**src/rtl/uart_tx_buffered.sv**
```systemverilog
// Buffered UART transmitter: a small synchronous FIFO takes bytes over a
// valid/ready handshake and a framing FSM serialises them onto TxD as
// 8N1 / 8E1 / 8O1 / 8N2 frames. While the FIFO holds data, frames follow
// each other with no idle bit in between.
//
// state  | meaning
// -------+-----------------------------------------------------------
// IDLE   | line high, waiting for the FIFO to hold a byte
// START  | driving the start bit (low) for one bit period
// DATA   | driving data bits 0..7, LSB first
// PARITY | driving the parity bit (only when parity_en != 0)
// STOP   | driving stop_bits high bit periods, then pop or go idle
module uart_tx_buffered #(
   parameter int clk_freq   = 50_000_000,
   parameter int baud_rate  = 115200,
   parameter int fifo_depth = 8,
   parameter int parity_en  = 0,
   parameter int parity_odd = 0,
   parameter int stop_bits  = 1
) (
   input  logic                          clk,
   input  logic                          reset,
   input  logic                          in_valid,
   input  logic [7:0]                    in_data,
   output logic                          in_ready,
   output logic                          TxD,
   output logic                          busy,
   output logic                          tx_done,
   output logic [$clog2(fifo_depth):0]   fifo_count
);

   localparam int DIV = clk_freq / baud_rate;
   localparam int CW  = $clog2(DIV);
   localparam int AW  = $clog2(fifo_depth);

   localparam logic [CW-1:0] BAUD_LAST = CW'(DIV - 1);
   localparam logic [AW:0]   DEPTH     = (AW+1)'(fifo_depth);
   localparam logic [2:0]    STOP_LAST = 3'(stop_bits - 1);
   localparam logic          PAR_ODD   = (parity_odd != 0);

   typedef enum logic [2:0] {
      IDLE   = 3'd0,
      START  = 3'd1,
      DATA   = 3'd2,
      PARITY = 3'd3,
      STOP   = 3'd4
   } state_t;

   state_t         state;
   state_t         state_nx;
   logic [7:0]     mem [fifo_depth];
   logic [AW-1:0]  wr_ptr;
   logic [AW-1:0]  rd_ptr;
   logic [7:0]     shreg;
   logic [CW-1:0]  baud_cnt;
   logic [CW-1:0]  cnt_nx;
   logic [2:0]     bit_idx;
   logic [2:0]     idx_nx;
   logic           txd_nx;
   logic           done_nx;
   logic           push;
   logic           pop;
   logic           bit_end;
   logic           par_bit;

   // in_ready looks only at the registered count, so a same-cycle pop
   // never opens a slot in a full FIFO.
   assign in_ready = (fifo_count < DEPTH);
   assign busy     = (state != IDLE) || (fifo_count != '0);
   assign push     = in_valid && in_ready;
   assign bit_end  = (baud_cnt == BAUD_LAST);
   // shreg is only reloaded at a pop, so this stays stable for the whole frame
   assign par_bit  = (^shreg) ^ PAR_ODD;

   // FIFO storage write port
   always_ff @(posedge clk) begin
      if (push) begin
         mem[wr_ptr] <= in_data;
      end
   end

   // next-state, line level and pop decisions for the framing FSM
   always_comb begin
      state_nx = state;
      txd_nx   = TxD;
      done_nx  = 1'b0;
      pop      = 1'b0;
      idx_nx   = bit_idx;
      cnt_nx   = bit_end ? '0 : baud_cnt + 1'b1;
      case (state)
         IDLE: begin
            txd_nx = 1'b1;
            cnt_nx = '0;
            idx_nx = '0;
            if (fifo_count != '0) begin
               pop      = 1'b1;
               txd_nx   = 1'b0;
               state_nx = START;
            end
         end
         START: begin
            if (bit_end) begin
               txd_nx   = shreg[0];
               idx_nx   = '0;
               state_nx = DATA;
            end
         end
         DATA: begin
            if (bit_end) begin
               if (bit_idx == 3'd7) begin
                  idx_nx = '0;
                  if (parity_en != 0) begin
                     txd_nx   = par_bit;
                     state_nx = PARITY;
                  end else begin
                     txd_nx   = 1'b1;
                     state_nx = STOP;
                  end
               end else begin
                  idx_nx = bit_idx + 3'd1;
                  txd_nx = shreg[bit_idx + 3'd1];
               end
            end
         end
         PARITY: begin
            if (bit_end) begin
               txd_nx   = 1'b1;
               idx_nx   = '0;
               state_nx = STOP;
            end
         end
         STOP: begin
            if (bit_end) begin
               if (bit_idx == STOP_LAST) begin
                  done_nx = 1'b1;
                  idx_nx  = '0;
                  // chain straight into the next start bit when data is waiting
                  if (fifo_count != '0) begin
                     pop      = 1'b1;
                     txd_nx   = 1'b0;
                     state_nx = START;
                  end else begin
                     state_nx = IDLE;
                  end
               end else begin
                  idx_nx = bit_idx + 3'd1;
               end
            end
         end
         default: begin
            txd_nx   = 1'b1;
            state_nx = IDLE;
         end
      endcase
   end

   // state register, registered outputs, FIFO pointers and count
   always_ff @(posedge clk) begin
      if (!reset) begin
         state      <= IDLE;
         TxD        <= 1'b1;
         tx_done    <= 1'b0;
         baud_cnt   <= '0;
         bit_idx    <= '0;
         shreg      <= '0;
         wr_ptr     <= '0;
         rd_ptr     <= '0;
         fifo_count <= '0;
      end else begin
         state    <= state_nx;
         TxD      <= txd_nx;
         tx_done  <= done_nx;
         baud_cnt <= cnt_nx;
         bit_idx  <= idx_nx;
         if (pop) begin
            shreg  <= mem[rd_ptr];
            rd_ptr <= rd_ptr + 1'b1;
         end
         if (push) begin
            wr_ptr <= wr_ptr + 1'b1;
         end
         case ({push, pop})
            2'b10:   fifo_count <= fifo_count + 1'b1;
            2'b01:   fifo_count <= fifo_count - 1'b1;
            default: fifo_count <= fifo_count;
         endcase
      end
   end

endmodule
```
**config.mk**
```make
export PLATFORM = sky130hd
export DESIGN_NAME = uart_tx_buffered
export DESIGN_NICKNAME = d
export VERILOG_FILES = /design/src/rtl/uart_tx_buffered.sv
export SDC_FILE = /design/constraint.sdc
export NUM_CORES = 1
export LEC_CHECK = 0
export ABC_AREA = 1
export CAP_MARGIN = 20
export CELL_PAD_IN_SITES_DETAIL_PLACEMENT = 1
export CELL_PAD_IN_SITES_GLOBAL_PLACEMENT = 1
export CORE_MARGIN = 5
export CORE_UTILIZATION = 50
export DETAILED_ROUTE_END_ITERATION = 7
export PLACE_DENSITY = 0.87
export SYNTH_ARGS = -nofsm -noshare
export SYNTH_HDL_FRONTEND = slang
export SYNTH_SLANG_ARGS = --single-unit
```
**constraint.sdc**
```tcl
create_clock -name clk -period 3.7 [get_ports clk]
set_input_delay 0.37 -clock clk [delete_from_list [all_inputs] [get_ports clk]]
set_output_delay 0.37 -clock clk [all_outputs]
set_load 0.005 [all_outputs]
```
==> impl_metrics.toml, run 1 <==
[sta]
rsz0062_at_grt = "no"
post-route-period-util = 0.763
finalSetupViolCount = 0
fmax_mhz = 354
setup_ws_ns = 0.876
hold_violations = 0
slew_violations = 0
relSlewSlack = 0.323
min_period_ns = 2.82
worstMarginPinSlew_ns = 1.01
finClkSkew_ns = 0.0114
tns_ns = 0

[cts]
cts_setup_buffers = 0
cts_tree = "yes"
root_buffer = "clkbuf_8"
ctsHoldBuffers = 0
ctsResizeCount = 0
clock_latency_ns = 0.37
cts_buffer_depth = 2
cts_buffers = 9
clkSinkCount = 99
clkTransAtPathRegs_ns = 0.10
clock_tree.htree_level_count = 3

[setup_path]
worstPathRequired_ns = 3.99
criticalPathCategory = "reg2reg"
critical_path.endpoint_type = "flip-flop"
crit_path_max_fanout = 21
reg2reg_from = "bit_idx[0]$_SDFFE_PN0P_"
reg2reg_slack_ns = 0.88
worstReg2RegEnd = "fifo_count[3]$_SDFFE_PN0P_"
cp-start-kind = "flip-flop"
ff2ff_path_depth = 13
worstPathArrival_ns = 3.12

[logic_synthesis]
avgSynthCellArea_um2 = 9.30
ys_ff_latch = 99
synth_fp_nets = 489
synth.distinct_cells = 28
synthCells = 467
ys.flop_type = "edfxtp_1"
synth_top_area_frac = 0.442
ys_warn_count = 0
seq_area_frac_synth = 0.604
synth_area_leaders = "edfxtp_1 44%, dfxtp_1 16%, nor2_1 8.1%"
synthArstFlopShare = 0
yosys.area.top_type = "edfxtp_1"
netlist_area_um2 = 4340
synth-edff-count = 64

[hold_path]
hold_depth = 1
hold_end = "baud_cnt[0]$_SDFF_PP0_"
hp-start = "baud_cnt[0]$_SDFF_PP0_"
min_path_type = "reg2reg"

[final_layout]
drive_gt1_frac = 0.0551
final_common_cell = "nor2_1"
nets = 507
fill_cells = 992
layout.cells.most_common_list = "94 x nor2_1, 86 x nand2_1, 64 x edfxtp_1"
diodes = 0
area_growth_pct = 10.7

[pwr]
p_clk_frac = 0.194
p_per_area_nw_per_um2 = 678
power.leakage_uw = 0.00184
power_frac_comb = 0.375
swShare = 0.393
switching_power_uw = 1280
p_seq_frac = 0.432
p_total_uw = 3260
ir_drop_v = 0.000345
p_int_uw = 1980

[global_routing]
antenna_found_initial = 0
grt_max_degree = 36
grtUsageTotal = 0.212
use_met3 = 0.0295
grt_pass1_wl_mm = 17.0
first_global_vias = 3479
overflow = 0
grt.busiest_layer = "met2"
grt_use_met2 = 0.375
grtUsageMet1 = 0.265

[run_status]
status = "complete, no violations"

[floorplan]
io_pins = 19
die_h_um = 103
die_area_um2 = 10700
design.core.area_um2 = 8590
rows = 34
fp.dieW_um = 103
start_util = 0.506

[routing]
via_per_inst = 5.45
vias = 3262
wl_per_cell_um = 17.7
drc = 0
drt_iter0_markers = 281
ant_nets = 0
wl_mm = 10.6
first_pass_iters = 4

[placement]
portBuffers = 18
gp_congestion = 0.795
detailed_place_hpwl_mm = 7.07
pre_cts_slack_ns = 0.999

[job]
cap_violations = 0
==> metal layers <==
layer,routed length [um],vias to the layer above,part of all wire
met5,0,-,0
met4,220,0,0.021
met3,331,20,0.031
met2,5520,68,0.52
met1,4510,1599,0.43
li1,-,1575,-
==> registers in the layout (all words and copies together) (netlist names) <==
signal      count
TxD             1
baud_cnt        9
bit_idx         3
fifo_count      4
mem            64
rd_ptr          3
shreg           8
state           3
tx_done         1
wr_ptr          3
==> synthesized netlist by cell type, drive strengths merged, types with 2 or more instances <==
| cell | instances |
|---|---|
| inv | 42 |
| dfxtp | 35 |
| buf | 10 |
| o21a | 2 |
| ha | 10 |
| nand4 | 3 |
| edfxtp | 64 |
| nand3 | 20 |
| nor3b | 2 |
| xnor2 | 4 |
| a21oi | 18 |
| clkbuf | 5 |
| nor2 | 96 |
| xor2 | 4 |
| nand2 | 89 |
| o21ai | 58 |
==> how the worst max path moves through the flow <==
stage / from / to / slack (ns) / cells past startpoint
2_1_floorplan: baud_cnt[0]$_SDFF_PP0_ / fifo_count[2]$_SDFFE_PN0P_ / 1.59 / 13
3_3_place_gp: bit_idx[0]$_SDFFE_PN0P_ / fifo_count[3]$_SDFFE_PN0P_ / 1.20 / 13
3_5_place_dp: bit_idx[0]$_SDFFE_PN0P_ / fifo_count[3]$_SDFFE_PN0P_ / 1.0 / 13
4_1_cts: bit_idx[0]$_SDFFE_PN0P_ / fifo_count[3]$_SDFFE_PN0P_ / 0.90 / 13
5_1_grt: bit_idx[0]$_SDFFE_PN0P_ / fifo_count[3]$_SDFFE_PN0P_ / 0.69 / 13
6_report: bit_idx[0]$_SDFFE_PN0P_ / fifo_count[3]$_SDFFE_PN0P_ / 0.88 / 13
==> final cells by class <==
class	instances	area (um2)	share of cell area
Sequential cell	99	2620	0.545
Multi-Input combinational cell	310	1480	0.309
Clock buffer	9	124	0.0258
Inverter	43	161	0.0336
Tap cell	108	135	0.0281
Clock inverter	7	51.3	0.0107
Timing Repair Buffer	22	230	0.0479
==> logic make-up (layout without fill, tap and decap cells) <==
| logic type | count (synthesis) | in the layout | synth area share |
|---|---|---|---|
| compound gates | 78 | 78 | 0.0919 |
| xor+xnor | 8 | 8 | 0.0161 |
| fa+ha+maj | 11 | 11 | 0.0334 |
| buf+inv | 58 | 81 | 0.0547 |
| flops | 99 | 99 | 0.604 |
| simple gates | 213 | 213 | 0.200 |
==> power by group through the flow <==
stage	clock, uW	sequential [uW]	combinational, uW
2_1_floorplan	0	1400	869
3_5_place_dp	0	1450	1160
3_3_place_gp	0	1450	1070
5_1_grt	716	1420	1370
4_1_cts	644	1430	1180
6_report	632	1410	1220
==> per-stage QoR <==
stage / cell area [um2] / std cells / hold WS (ns) / util
6_report: 4810 / 598 / 0.493 / 0.560
5_1_grt: 4810 / 598 / 0.520 / 0.560
4_1_cts: 4780 / 597 / 0.500 / 0.556
3_5_place_dp: 4610 / 581 / 0.465 / 0.536
3_3_place_gp: 4610 / 581 / 0.447 / 0.536
2_1_floorplan: 4340 / 467 / 0.433 / -
==> critical path, cell delays in order, from the launching register on <==
cell and delay, ns:
dfxtp_1 0.44, inv_1 0.17, ha_1 0.23, nand2_1 0.12
o21ai_2 0.09, nand2_2 0.34, inv_1 0.16, ha_1 0.28
ha_1 0.34, a21oi_1 0.14, nand2_1 0.09, xnor2_1 0.16
nand2_1 0.07, a21oi_1 0.11
Note: power is estimated with default switching activity, not from simulation.
==> run 2: changes to the inputs <==
CORE_UTILIZATION = 47   (was 50)
PLACE_DENSITY = 0.82   (was 0.87)
clock period = 2.9 ns   (was 3.7 ns; I/O delays follow)
==> run 2 against run 1 <==
  * Clock skew fell by 0.0038 ns
  * Register-to-register slack got worse by 0.45 ns
  * Combinational power rose by 28%
  * Via count rose by 0.18%
  * Flip-flop and latch count did not move
  * Non-clock buffer count rose by 8
  * Critical path depth did not move
  * Power rose by 28%
  * Hold slack got worse by 0.010 ns
  * Global-route usage fell by 1.6 points
==> impl_metrics.toml, run 2 (synthesized netlist as in run 1, its figures left out) <==
[sta]
relSlewSlack = 0.344
post-route-period-util = 0.853
tns_ns = 0
min_period_ns = 2.47
slew_violations = 0
finalSetupViolCount = 0
worstMarginPinSlew_ns = 0.983
rsz0062_at_grt = "no"
fmax_mhz = 404
hold_violations = 0
finClkSkew_ns = 0.00763

[final_layout]
diodes = 0
final_common_cell = "nor2_1"
top_regs = "mem x64, baud_cnt x9, shreg x8"
top_register = "mem"
layout.cells.most_common_list = "94 x nor2_1, 86 x nand2_1, 64 x edfxtp_1"
area_growth_pct = 11.9
nets = 515
drive_gt1_frac = 0.0723
final_cells = 609
largest_reg_flops = 64

[placement]
portBuffers = 18
place_inst = 593
detailed_place_hpwl_mm = 6.99
gp_congestion = 0.832

[cts]
clkSinkCount = 99
root_buffer = "clkbuf_8"
clock_latency_ns = 0.37
ctsResizeCount = 0
clock_tree.htree_level_count = 3
cts_setup_buffers = 0
ctsHoldBuffers = 0
cts_buffer_depth = 2
cts_tree = "yes"
cts_buffers = 9
clkTransAtPathRegs_ns = 0.10

[job]
cap_violations = 0

[pwr]
power_frac_comb = 0.372
p_clk_frac = 0.201
p_int_uw = 2540
power.leakage_uw = 0.00187
ir_drop_v = 0.000416
switching_power_uw = 1650
p_seq_frac = 0.427
swShare = 0.394
p_per_area_nw_per_um2 = 862

[routing]
vias = 3268
drt_iter0_markers = 124
via_per_inst = 5.37
wl_mm = 10.3
first_pass_iters = 4
wl_per_cell_um = 16.9
ant_nets = 0
drc = 0

[setup_path]
cp-start-kind = "flip-flop"
worstPathRequired_ns = 3.19
cp_slowest_cell = "dfxtp_1"
critical_path.endpoint_type = "flip-flop"
criticalPathCategory = "reg2reg"
ff2ff_path_depth = 13
path_cells = "inv_1, ha_1, nand2_1, o21ai_2, nand2_2, inv_1, ha_1, ha_1, a21oi_1, nand2_1, xnor2_1, nand2_1, a21oi_1"
max_stage_delay_ns = 0.45
path_buf_inv = 2
worstPathArrival_ns = 2.77
crit_path_max_fanout = 7
cp_num_cells = 13
crit_family = "adder cells"

[floorplan]
fp.dieW_um = 106
start_util = 0.477
rows = 35
io_pins = 19
design.core.area_um2 = 9110
die_area_um2 = 11300
die_h_um = 106

[global_routing]
grt_pass1_wl_mm = 17.2
grt_max_degree = 35
first_global_vias = 3559
grtUsageTotal = 0.196
antenna_found_initial = 0
overflow = 0

[hold_path]
hold_depth = 2
min_path_type = "reg2reg"

[run_status]
status = "complete, no violations"
==> run 2: area by class of cell <==
type / instances / area, um2
fillers: 1074 / 4250
repair buffers: 30 / 270
flip-flops and latches: 99 / 2620
clock buffers: 9 / 124
clock inverters: 7 / 60.1
inverters: 43 / 161
multi-input cells: 310 / 1480
well taps: 111 / 139
==> run 2: stage by stage <==
step	cell area (um2)	util	setup slack, ns	hold slack (ns)	total power [uW]
floorplan	4340	-	0.790	0.389	2900
global placement	4680	0.513	0.696	0.447	3260
detailed placement	4680	0.513	0.474	0.465	3380
CTS	4860	0.534	0.406	0.491	4230
global route	4860	0.534	0.266	0.527	4530
finish	4860	0.534	0.426	0.483	4190
==> run 2: power by group through the flow <==
stage | registers (uW) | logic, uW | clock network [uW]
6_report | 1790 | 1560 | 842
5_1_grt | 1810 | 1790 | 927
4_1_cts | 1790 | 1580 | 860
3_5_place_dp | 1820 | 1560 | 0
3_3_place_gp | 1810 | 1460 | 0
2_1_floorplan | 1790 | 1110 | 0
==> run 2: path summary, 6_finish.rpt <==
check,from,slack [ns],end
max,bit_idx[0]$_SDFFE_PN0P_,0.43,fifo_count[3]$_SDFFE_PN0P_
min,TxD$_SDFFE_PN1P_,0.48,TxD$_SDFFE_PN1P_
max reg2reg,bit_idx[0]$_SDFFE_PN0P_,0.43,fifo_count[3]$_SDFFE_PN0P_
min reg2reg,TxD$_SDFFE_PN1P_,0.48,TxD$_SDFFE_PN1P_
==> run 2: per-layer routing <==
| layer | wire, um | vias to the layer above | global-route usage |
|---|---|---|---|
| met5 | 0 | - | 0 |
| met1 | 4460 | 1630 | 0.233 |
| li1 | - | 1585 | - |
| met3 | 364 | 10 | 0.0340 |
| met2 | 5300 | 43 | 0.357 |
| met4 | 137 | 0 | 0.0629 |
==> run 2: worst reg2reg max path: stages (launching register included) <==
cell	delay, ns
dfxtp_1	0.45
inv_1	0.19
ha_1	0.24
nand2_1	0.13
o21ai_2	0.09
nand2_2	0.07
inv_1	0.06
ha_1	0.24
ha_1	0.34
a21oi_1	0.15
nand2_1	0.08
xnor2_1	0.16
nand2_1	0.08
a21oi_1	0.12
==> run 3: changes to the inputs <==
CAP_MARGIN = unset   (was 20)
==> results of run 3 <==
The final DEF is identical to that of run 2; final timing and power are the same.
